**src/rtl/valu_pkg.sv**
```systemverilog
// Shared opcodes and FSM state type for the lane-serial vector ALU.
// The ALU decoder imports these same opcode constants.
package valu_pkg;

    localparam logic [2:0] ALU_MUL  = 3'b000;
    localparam logic [2:0] ALU_ADD  = 3'b010;
    localparam logic [2:0] ALU_VSUM = 3'b011;
    localparam logic [2:0] ALU_SUB  = 3'b110;
    localparam logic [2:0] ALU_VSET = 3'b111;

    typedef enum logic [1:0] {
        ST_IDLE = 2'd0,
        ST_RUN  = 2'd1,
        ST_DONE = 2'd2
    } valu_state_t;

    function automatic logic is_supported_op(input logic [2:0] op);
        logic ok;
        case (op)
            ALU_MUL, ALU_ADD, ALU_VSUM, ALU_SUB, ALU_VSET: ok = 1'b1;
            default:                                      ok = 1'b0;
        endcase
        return ok;
    endfunction

endpackage

```
**src/rtl/fx_lane_op.sv**
```systemverilog
// Combinational single-lane fixed-point add/sub/mul plus reduction of a wide value to WIDTH.
// Define VALU_SATURATE_EN to clamp out-of-range results; otherwise the low WIDTH bits are kept.
module fx_lane_op #(
    parameter int WIDTH = 16,
    parameter int FRAC  = 8,
    parameter int ACCW  = 18
) (
    input  logic [2:0]       op,
    input  logic [WIDTH-1:0] a,
    input  logic [WIDTH-1:0] b,
    input  logic [ACCW-1:0]  acc,
    output logic [WIDTH-1:0] y
);
    import valu_pkg::*;

    localparam int XW = 2 * WIDTH;

    logic signed [XW-1:0] a_x;
    logic signed [XW-1:0] b_x;
    logic signed [XW-1:0] acc_x;
    logic signed [XW-1:0] prod;
    logic signed [XW-1:0] wide;

    // Everything is widened to 2*WIDTH so the full product and any sum fit before reduction.
    assign a_x   = {{WIDTH{a[WIDTH-1]}}, a};
    assign b_x   = {{WIDTH{b[WIDTH-1]}}, b};
    assign acc_x = {{(XW-ACCW){acc[ACCW-1]}}, acc};
    assign prod  = a_x * b_x;

    always_comb begin
        wide = '0;
        case (op)
            ALU_ADD:  wide = a_x + b_x;
            ALU_SUB:  wide = a_x - b_x;
            ALU_MUL:  wide = prod >>> FRAC;
            ALU_VSUM: wide = acc_x;
            default:  wide = '0;
        endcase
    end

`ifdef VALU_SATURATE_EN
    logic fits;

    assign fits = (wide[XW-1:WIDTH-1] == {(XW-WIDTH+1){wide[WIDTH-1]}});

    always_comb begin
        if (fits)
            y = wide[WIDTH-1:0];
        else if (wide[XW-1])
            y = {1'b1, {(WIDTH-1){1'b0}}};
        else
            y = {1'b0, {(WIDTH-1){1'b1}}};
    end
`else
    logic unused_high;

    assign y           = wide[WIDTH-1:0];
    assign unused_high = ^wide[XW-1:WIDTH];
`endif

endmodule

```
**src/rtl/vector_alu_seq.sv**
```systemverilog
// Lane-serial vector/scalar fixed-point ALU: one lane per cycle through a shared fx_lane_op.
// Optional macro VALU_SATURATE_EN (consumed by fx_lane_op) selects clamping instead of wrap.
module vector_alu_seq #(
    parameter int LANES = 4,
    parameter int WIDTH = 16,
    parameter int FRAC  = 8
) (
    input  logic                   clk,
    input  logic                   reset,
    input  logic                   start,
    input  logic [2:0]             alucontrol,
    input  logic [LANES*WIDTH-1:0] srca,
    input  logic [LANES*WIDTH-1:0] srcb,
    input  logic [WIDTH-1:0]       scalar,
    output logic                   busy,
    output logic                   done,
    output logic                   illegal,
    output logic [LANES*WIDTH-1:0] result
);
    import valu_pkg::*;

    localparam int IDXW = $clog2(LANES);
    localparam int ACCW = WIDTH + IDXW;
    localparam int VW   = LANES * WIDTH;

    valu_state_t state;
    valu_state_t state_next;

    logic [2:0]       op_q;
    logic [VW-1:0]    srca_q;
    logic [VW-1:0]    srcb_q;
    logic [WIDTH-1:0] scalar_q;
    logic [IDXW-1:0]  idx;
    logic [ACCW-1:0]  acc;
    logic [ACCW-1:0]  acc_next;
    logic [WIDTH-1:0] a_lane;
    logic [WIDTH-1:0] b_lane;
    logic [WIDTH-1:0] lane_y;
    logic             accept;
    logic             last_lane;

    assign accept    = start && ((state == ST_IDLE) || (state == ST_DONE));
    assign last_lane = (idx == IDXW'(LANES - 1));
    assign a_lane    = srca_q[idx*WIDTH +: WIDTH];
    assign b_lane    = srcb_q[idx*WIDTH +: WIDTH];
    assign acc_next  = acc + {{IDXW{a_lane[WIDTH-1]}}, a_lane};

    // For vsum the lane op sees the accumulator including the current lane, so the
    // final reduction lands on lane 0 in the last RUN cycle.
    fx_lane_op #(
        .WIDTH(WIDTH),
        .FRAC (FRAC),
        .ACCW (ACCW)
    ) u_lane_op (
        .op (op_q),
        .a  (a_lane),
        .b  (b_lane),
        .acc(acc_next),
        .y  (lane_y)
    );

    always_ff @(posedge clk) begin
        if (reset)
            state <= ST_IDLE;
        else
            state <= state_next;
    end

    always_comb begin
        state_next = state;
        case (state)
            ST_IDLE: if (start) state_next = ST_RUN;
            ST_RUN:  if (last_lane) state_next = ST_DONE;
            ST_DONE: state_next = start ? ST_RUN : ST_IDLE;
            default: state_next = ST_IDLE;
        endcase
    end

    always_comb begin
        busy    = (state == ST_RUN);
        done    = (state == ST_DONE);
        illegal = (state == ST_DONE) && !is_supported_op(op_q);
    end

    // Operands are latched at accept so later input changes cannot disturb a running op.
    always_ff @(posedge clk) begin
        if (reset) begin
            op_q     <= '0;
            srca_q   <= '0;
            srcb_q   <= '0;
            scalar_q <= '0;
            idx      <= '0;
            acc      <= '0;
            result   <= '0;
        end else if (accept) begin
            op_q     <= alucontrol;
            srca_q   <= srca;
            srcb_q   <= srcb;
            scalar_q <= scalar;
            idx      <= '0;
            acc      <= '0;
            result   <= '0;
        end else if (state == ST_RUN) begin
            idx <= idx + IDXW'(1);
            case (op_q)
                ALU_ADD, ALU_SUB, ALU_MUL: result[idx*WIDTH +: WIDTH] <= lane_y;
                ALU_VSUM: begin
                    acc <= acc_next;
                    if (last_lane)
                        result[WIDTH-1:0] <= lane_y;
                end
                ALU_VSET: result[idx*WIDTH +: WIDTH] <= scalar_q;
                default: ;
            endcase
        end
    end

endmodule

```
**config.mk**
```make
export PLATFORM = sky130hd
export DESIGN_NAME = vector_alu_seq
export DESIGN_NICKNAME = d
export VERILOG_FILES = /design/src/rtl/valu_pkg.sv /design/src/rtl/fx_lane_op.sv /design/src/rtl/vector_alu_seq.sv
export SDC_FILE = /design/constraint.sdc
export NUM_CORES = 1
export LEC_CHECK = 0
export BUFFER_PORTS_ARGS = -buffer_cell sky130_fd_sc_hd__buf_2
export CORE_MARGIN = 2
export CORE_UTILIZATION = 60
export DETAILED_ROUTE_END_ITERATION = 8
export PLACE_DENSITY = 0.8
export SYNTH_ARGS = -nofsm -noshare
export SYNTH_HDL_FRONTEND = slang
export SYNTH_SLANG_ARGS = --single-unit
```
**constraint.sdc**
```tcl
create_clock -name clk -period 9.7 [get_ports clk]
set_input_delay 0.97 -clock clk [delete_from_list [all_inputs] [get_ports clk]]
set_output_delay 0.97 -clock clk [all_outputs]
set_load 0.01 [all_outputs]
```
Word level (Yosys, flattened, before mapping)
Cells that the tools add are included.
{"block": "op_classes", "reduce_logical": 15, "n_mul": 1, "n_shift": 5, "eq_ne": 10, "addsub": 5, "n_mux": 11}
{"operator": "$bwmux 64", "count": 2}
{"operator": "$shiftx 16x34->64", "count": 2}
{"operator": "$shiftx 64x7->16", "count": 2}
{"operator": "$pmux 48 s2", "count": 1}
{"operator": "$pmux 16 s4", "count": 1}
{"operator": "$shift 16x34->64 const A", "count": 1}
{"operator": "$pmux 16 s3", "count": 1}
{"operator": "$neg 6->34", "count": 1}
{"operator": "$mul 16x16->24", "count": 1}
{"operator": "$add 18x18->18", "count": 1}
{"operator": "$add 16x16->16", "count": 1}
{"operator": "$mux 16", "count": 1}
{"operator": "$sub 16x16->16", "count": 1}
{"operator": "$eq 3x2->1 const B", "count": 2}
{"operator": "$eq 3x3->1 const B", "count": 2}
{"operator": "$pmux 2 s3", "count": 1}
{"operator": "$reduce_and 2->1", "count": 3}
{"operator": "$reduce_or 5->1", "count": 1}
{"operator": "$eq 2x2->1 const B", "count": 2}
{"operator": "$mux 2", "count": 2}
{"operator": "$ne 2x2->1 const B", "count": 2}
{"operator": "$logic_not 3->1", "count": 1}
{"operator": "$reduce_and 3->1", "count": 1}
{"operator": "$reduce_bool 3->1", "count": 1}
{"operator": "other kinds (11)", "count": 13}
{"block": "word_totals", "out_inout_bits": 67, "word_cells": 56, "input_bits": 150, "ff_bits": 233}

Longest topological paths before layout
{"block": "logic_depth", "depth_word": 6, "depth_mapped": 32, "depth_no_buf": 26}

By module
A second synthesis with hierarchy kept.
{"block": "unflattened", "cells_unflattened": 2272, "hier_area_um2": 18773.0}
{"mod": "vector_alu_seq", "instances": 1, "seq_area_each_um2": 4664.5, "cells_per_inst": 1242, "area_per_inst_um2": 10098.4}
{"mod": "fx_lane_op", "instances": 1, "seq_area_each_um2": 0.0, "cells_per_inst": 1030, "area_per_inst_um2": 8674.6}

Worst setup path after synthesis
No wires, ideal clock.
{"block": "synth_path", "path_type": "register to register", "from": "register idx[0]", "to": "register result[28]", "n_path_buf": 7, "slack_ps": 2035, "arrival_ps": 7548, "period_less_slack_ps": 7665, "setup_time_ps": 117, "t_required_ps": 9583, "stages_incl_launch_ff": 31, "cell_sequence": "dfxtp_1 buf_6 buf_6 buf_6 buf_2 buf_1 mux2i_1 nand2_1 o21ai_0 clkbuf_1 nor2_1 fa_1 inv_1 fa_1 fa_1 inv_1 fa_1 fa_1 inv_1 fa_1 inv_1 ha_1 clkbuf_1 nand3_1 or2_2 o31ai_1 a21boi_0 a32oi_1 o22ai_1 a211o_1 a22o_1"}
{"block": "synth_between", "elab_chain_len": 6, "elab_cells_between_ends": 14, "classes_between": "add/sub: 4; mul: 1; shift: 5; mux: 4"}
{"item": "start: declaration", "line": "vector_alu_seq.sv:33", "rtl": "logic [IDXW-1:0] idx;"}
{"item": "start signal: assignment", "line": "vector_alu_seq.sv:104", "rtl": "idx <= idx + IDXW'(1);"}
{"item": "$shiftx 64x7->16, on equally long branches", "line": "vector_alu_seq.sv:44, vector_alu_seq.sv:45"}
{"item": "$mul 16x16->24 (tied with other cells)", "line": "fx_lane_op.sv:28", "rtl": "assign prod = a_x * b_x;"}
{"item": "$pmux 16 s4", "line": "fx_lane_op.sv:32", "rtl": "case (op)"}
{"item": "$shiftx 16x34->64", "line": "vector_alu_seq.sv:106", "rtl": "ALU_ADD, ALU_SUB, ALU_MUL: result[idx*WIDTH +: WIDTH] <= lane_y;"}
{"item": "$bwmux 64", "line": "vector_alu_seq.sv:106"}
{"item": "$pmux 48 s2 (*)", "line": "vector_alu_seq.sv:105", "rtl": "case (op_q)"}
{"item": "end signal: indexed assignment", "line": "vector_alu_seq.sv:106"}
{"item": "end signal: indexed assignment", "line": "vector_alu_seq.sv:110", "rtl": "result[WIDTH-1:0] <= lane_y;"}
{"item": "end signal: indexed assignment", "line": "vector_alu_seq.sv:112", "rtl": "ALU_VSET: result[idx*WIDTH +: WIDTH] <= scalar_q;"}
{"item": "end: declaration", "line": "vector_alu_seq.sv:18", "rtl": "output logic [LANES*WIDTH-1:0] result"}
Every way passes the cells marked *; elsewhere a longest branch is shown, timed or not.
A chain may end at the register's enable or synchronous reset.

Worst setup path after layout
{"block": "layout_path", "from": "register idx[0]", "to": "register result[46]"}
The elaborated chain is that of the path after synthesis.

==> summary.txt <==
DRC = 0
critical path class = reg2reg
compound-cell area share of the yosys netlist = 14.8%
Worst-path clk slew = 0.07 ns
gpl congestion = 0.984
Worst path most repeated cell = fa_1
maximum root-to-sink buffer count = 3
final wirelength = 58900 um
Yosys top cell by area = dfxtp_1
Final min period = 8.83 ns
Simple-Gate Fraction of Synth Area = 17.8%
Fin. Hold Viols = 0
Syn Inst Count = 2322
Final nets = 2905
drt wl/cell = 20.5 um
Skew-Pair Late Insertion Delay = 0.54 ns
Post-CTS Setup Bufs = 0
type of the worst min-delay path = reg2reg
non-filler cells in the finished layout = 2875
Post-DP HPWL = 44600 um
combinational family with the most area after synthesis = adder cells
post-synthesis xor/xnor area fraction = 3.28%
area share of fa/ha/maj cells after synthesis = 26.9%
Detail Route Antenna Nets = 0
site row count = 64
DIE WIDTH = 181 um
EDFF count, synth = 0
H-tree Lvls = 1
first-pass GRT wire length = 93500 um
CTS resizes = 0
Syn Nets = 2765
area of the multi-input gates = 12700 sq um
Post-CTS Hold Buffers = 0
Synth Cell Area = 18900 sq um
RSZ-0062 raised after global routing = false
fin crit share = 91.1%
CP max-delay cell = nor3b_1
ant diodes = 0
run status = finished, final reports clean
Vias/cell = 6.03
Slew HR = 19.7%
P per Cell Area = 140 nW/um^2
crit start category = flop
GRT Overall Usage = 36.2%
FF/Latch Area = 4630 sq um
Buf/Inv on CP = 5
CTS Buf Count = 23
yosys synthesis warning count = 0
core area = 30700 sq um
final count of negative-setup-slack endpoints = 0
top-area cell type share of the netlist area = 24.5%
crit path max fanout = 30
crit-path cells = buf_4 -> mux2i_1 -> nand2_1 -> o21ai_1 -> clkinv_1 -> nand2_1 -> fa_1 -> inv_1 -> fa_1 -> ha_1 -> fa_1 -> inv_1 -> fa_1 -> fa_1 -> inv_1 -> ha_1 -> a211o_1 -> or4_1 -> a21oi_1 -> nor4b_1 -> o21ai_0 -> nor3b_1 -> a211oi_1 -> o31ai_1
Max IR drop VDD = 152 uV
syn avg cell area = 8.13 sq um
leading cell types by count after synthesis = 518 x nand2_1, 286 x inv_1, 243 x a21oi_1
FMAX = 113 MHz
DIE AREA = 32900 sq um
post-synthesis mux area share = 4.43%
clock root buffer = clkbuf_16
P_leak = 0.00944 uW
first drt pass iteration count = 6
CP top delay family = adder cells
DRT iter0 DRCs = 1733
sequential share of the synthesized area = 24.5%
synth top area cells = dfxtp_1 24%, fa_1 20%, nand2_1 10%
via count = 17.3k
port bufs = 216
IO Count = 217
Filler Cell Count = 2570
most frequent cell after synthesis = nand2_1
Layout area overhead = 10.7%
Total Neg Setup Slack = 0 ns
max cap viols = 0
CTS tree = yes
initial antenna violation count = 0
die extent in y = 181 um
Worst path max stage delay = 0.79 ns
Post-synth top flop = dfxtp_1
Seq cells post-synth = 231
layout cells sized above 1 = 13.4%
library cells used by synthesis = 73
Crit. End Element = flop
Async SR Flop Fraction = 0%
clock tree sinks = 231
vias in the first global route = 17.4k
max-slew violations = 0
placed cell count = 2833
total gr overflow = 0
data arrival time of the worst path = 9.27 ns
Max Clock Skew = 0.0221 ns
initial core utilization = 61.4%
required time worst endpoint = 10.14 ns
Worst-Margin Slew = 1.20 ns
largest net degree at the start of global routing = 118
per-stage QoR:
stage          area (sq um)  setup slack, ns  util [%]  hold slack [ns]  total power [uW]
2_1_floorplan         18900             2.04         -            0.433              1670
3_3_place_gp          20100             1.18      65.4            0.434              1960
3_5_place_dp          20100             1.02      65.4            0.444              1970
4_1_cts               20900            0.933      68.0            0.453              2890
5_1_grt               20900            0.150      68.0            0.475              3040
6_report              20900            0.868      68.0            0.458              2920
state kept, by name, indices dropped and copies added (netlist names):
| register | count |
|---|---|
| acc | 16 |
| idx | 2 |
| op_q | 3 |
| result | 64 |
| scalar_q | 16 |
| srca_q | 64 |
| srcb_q | 64 |
| state | 2 |
path summary, 6_finish.rpt:
kind	slack, ns	from	end	cells past startpoint
max	0.87	idx[0]	result[46]	24
min	0.46	srca_q[2]	srca_q[2]	2
max reg2reg	0.87	idx[0]	result[46]	24
min reg2reg	0.46	srca_q[2]	srca_q[2]	2
where the power goes:
group	internal [uW]	switching [uW]
Combinational	337	621
Sequential	991	34.5
Clock	524	411
Total	1850	1070
cell type report:
type / count / area share, %
clock buffers: 29 / 3.00
clock inverters: 13 / 0.754
inverters: 292 / 5.24
multi-input cells: 1681 / 60.7
flip-flops and latches: 231 / 22.1
well taps: 396 / 2.37
repair buffers: 233 / 5.79
cell families after synthesis:
kind of cell	Yosys count
simple gates	805
compound gates	466
buf+inv	410
fa+ha+maj	293
flops	231
xor+xnor	66
mux	51
placed cells by master (no fill, tap or decap), types with 12 or more instances in the layout:
master / n
nand2_1: 518
and2_1: 26
o21ai_0: 75
ha_1: 105
xor2_1: 19
inv_1: 286
nor2b_1: 21
a22o_1: 12
clkbuf_16: 23
dfxtp_1: 230
a21oi_1: 243
fa_1: 188
xnor2_1: 44
a21o_1: 21
o31ai_1: 13
mux2i_1: 15
buf_4: 18
nor2_1: 157
nor3_1: 19
mux4_2: 25
buf_2: 215
metal layers:
metal / routed length, um / vias to the layer above / global-route usage [%]
met5: 0 / - / 0
met4: 3320 / 0 / 17.1
met3: 6060 / 206 / 5.66
met2: 27000 / 1031 / 58.9
met1: 22500 / 8329 / 47.6
li1: - / 7772 / -
worst min-delay path: cells and delay by family (launching register included):
kind	cells	cell delay [ns]
flip-flops	1	0.31
AND/OR/NAND/NOR	1	0.05
AO/OA/AOI/OAI	1	0.05
Note: power is estimated with default switching activity, not from simulation.
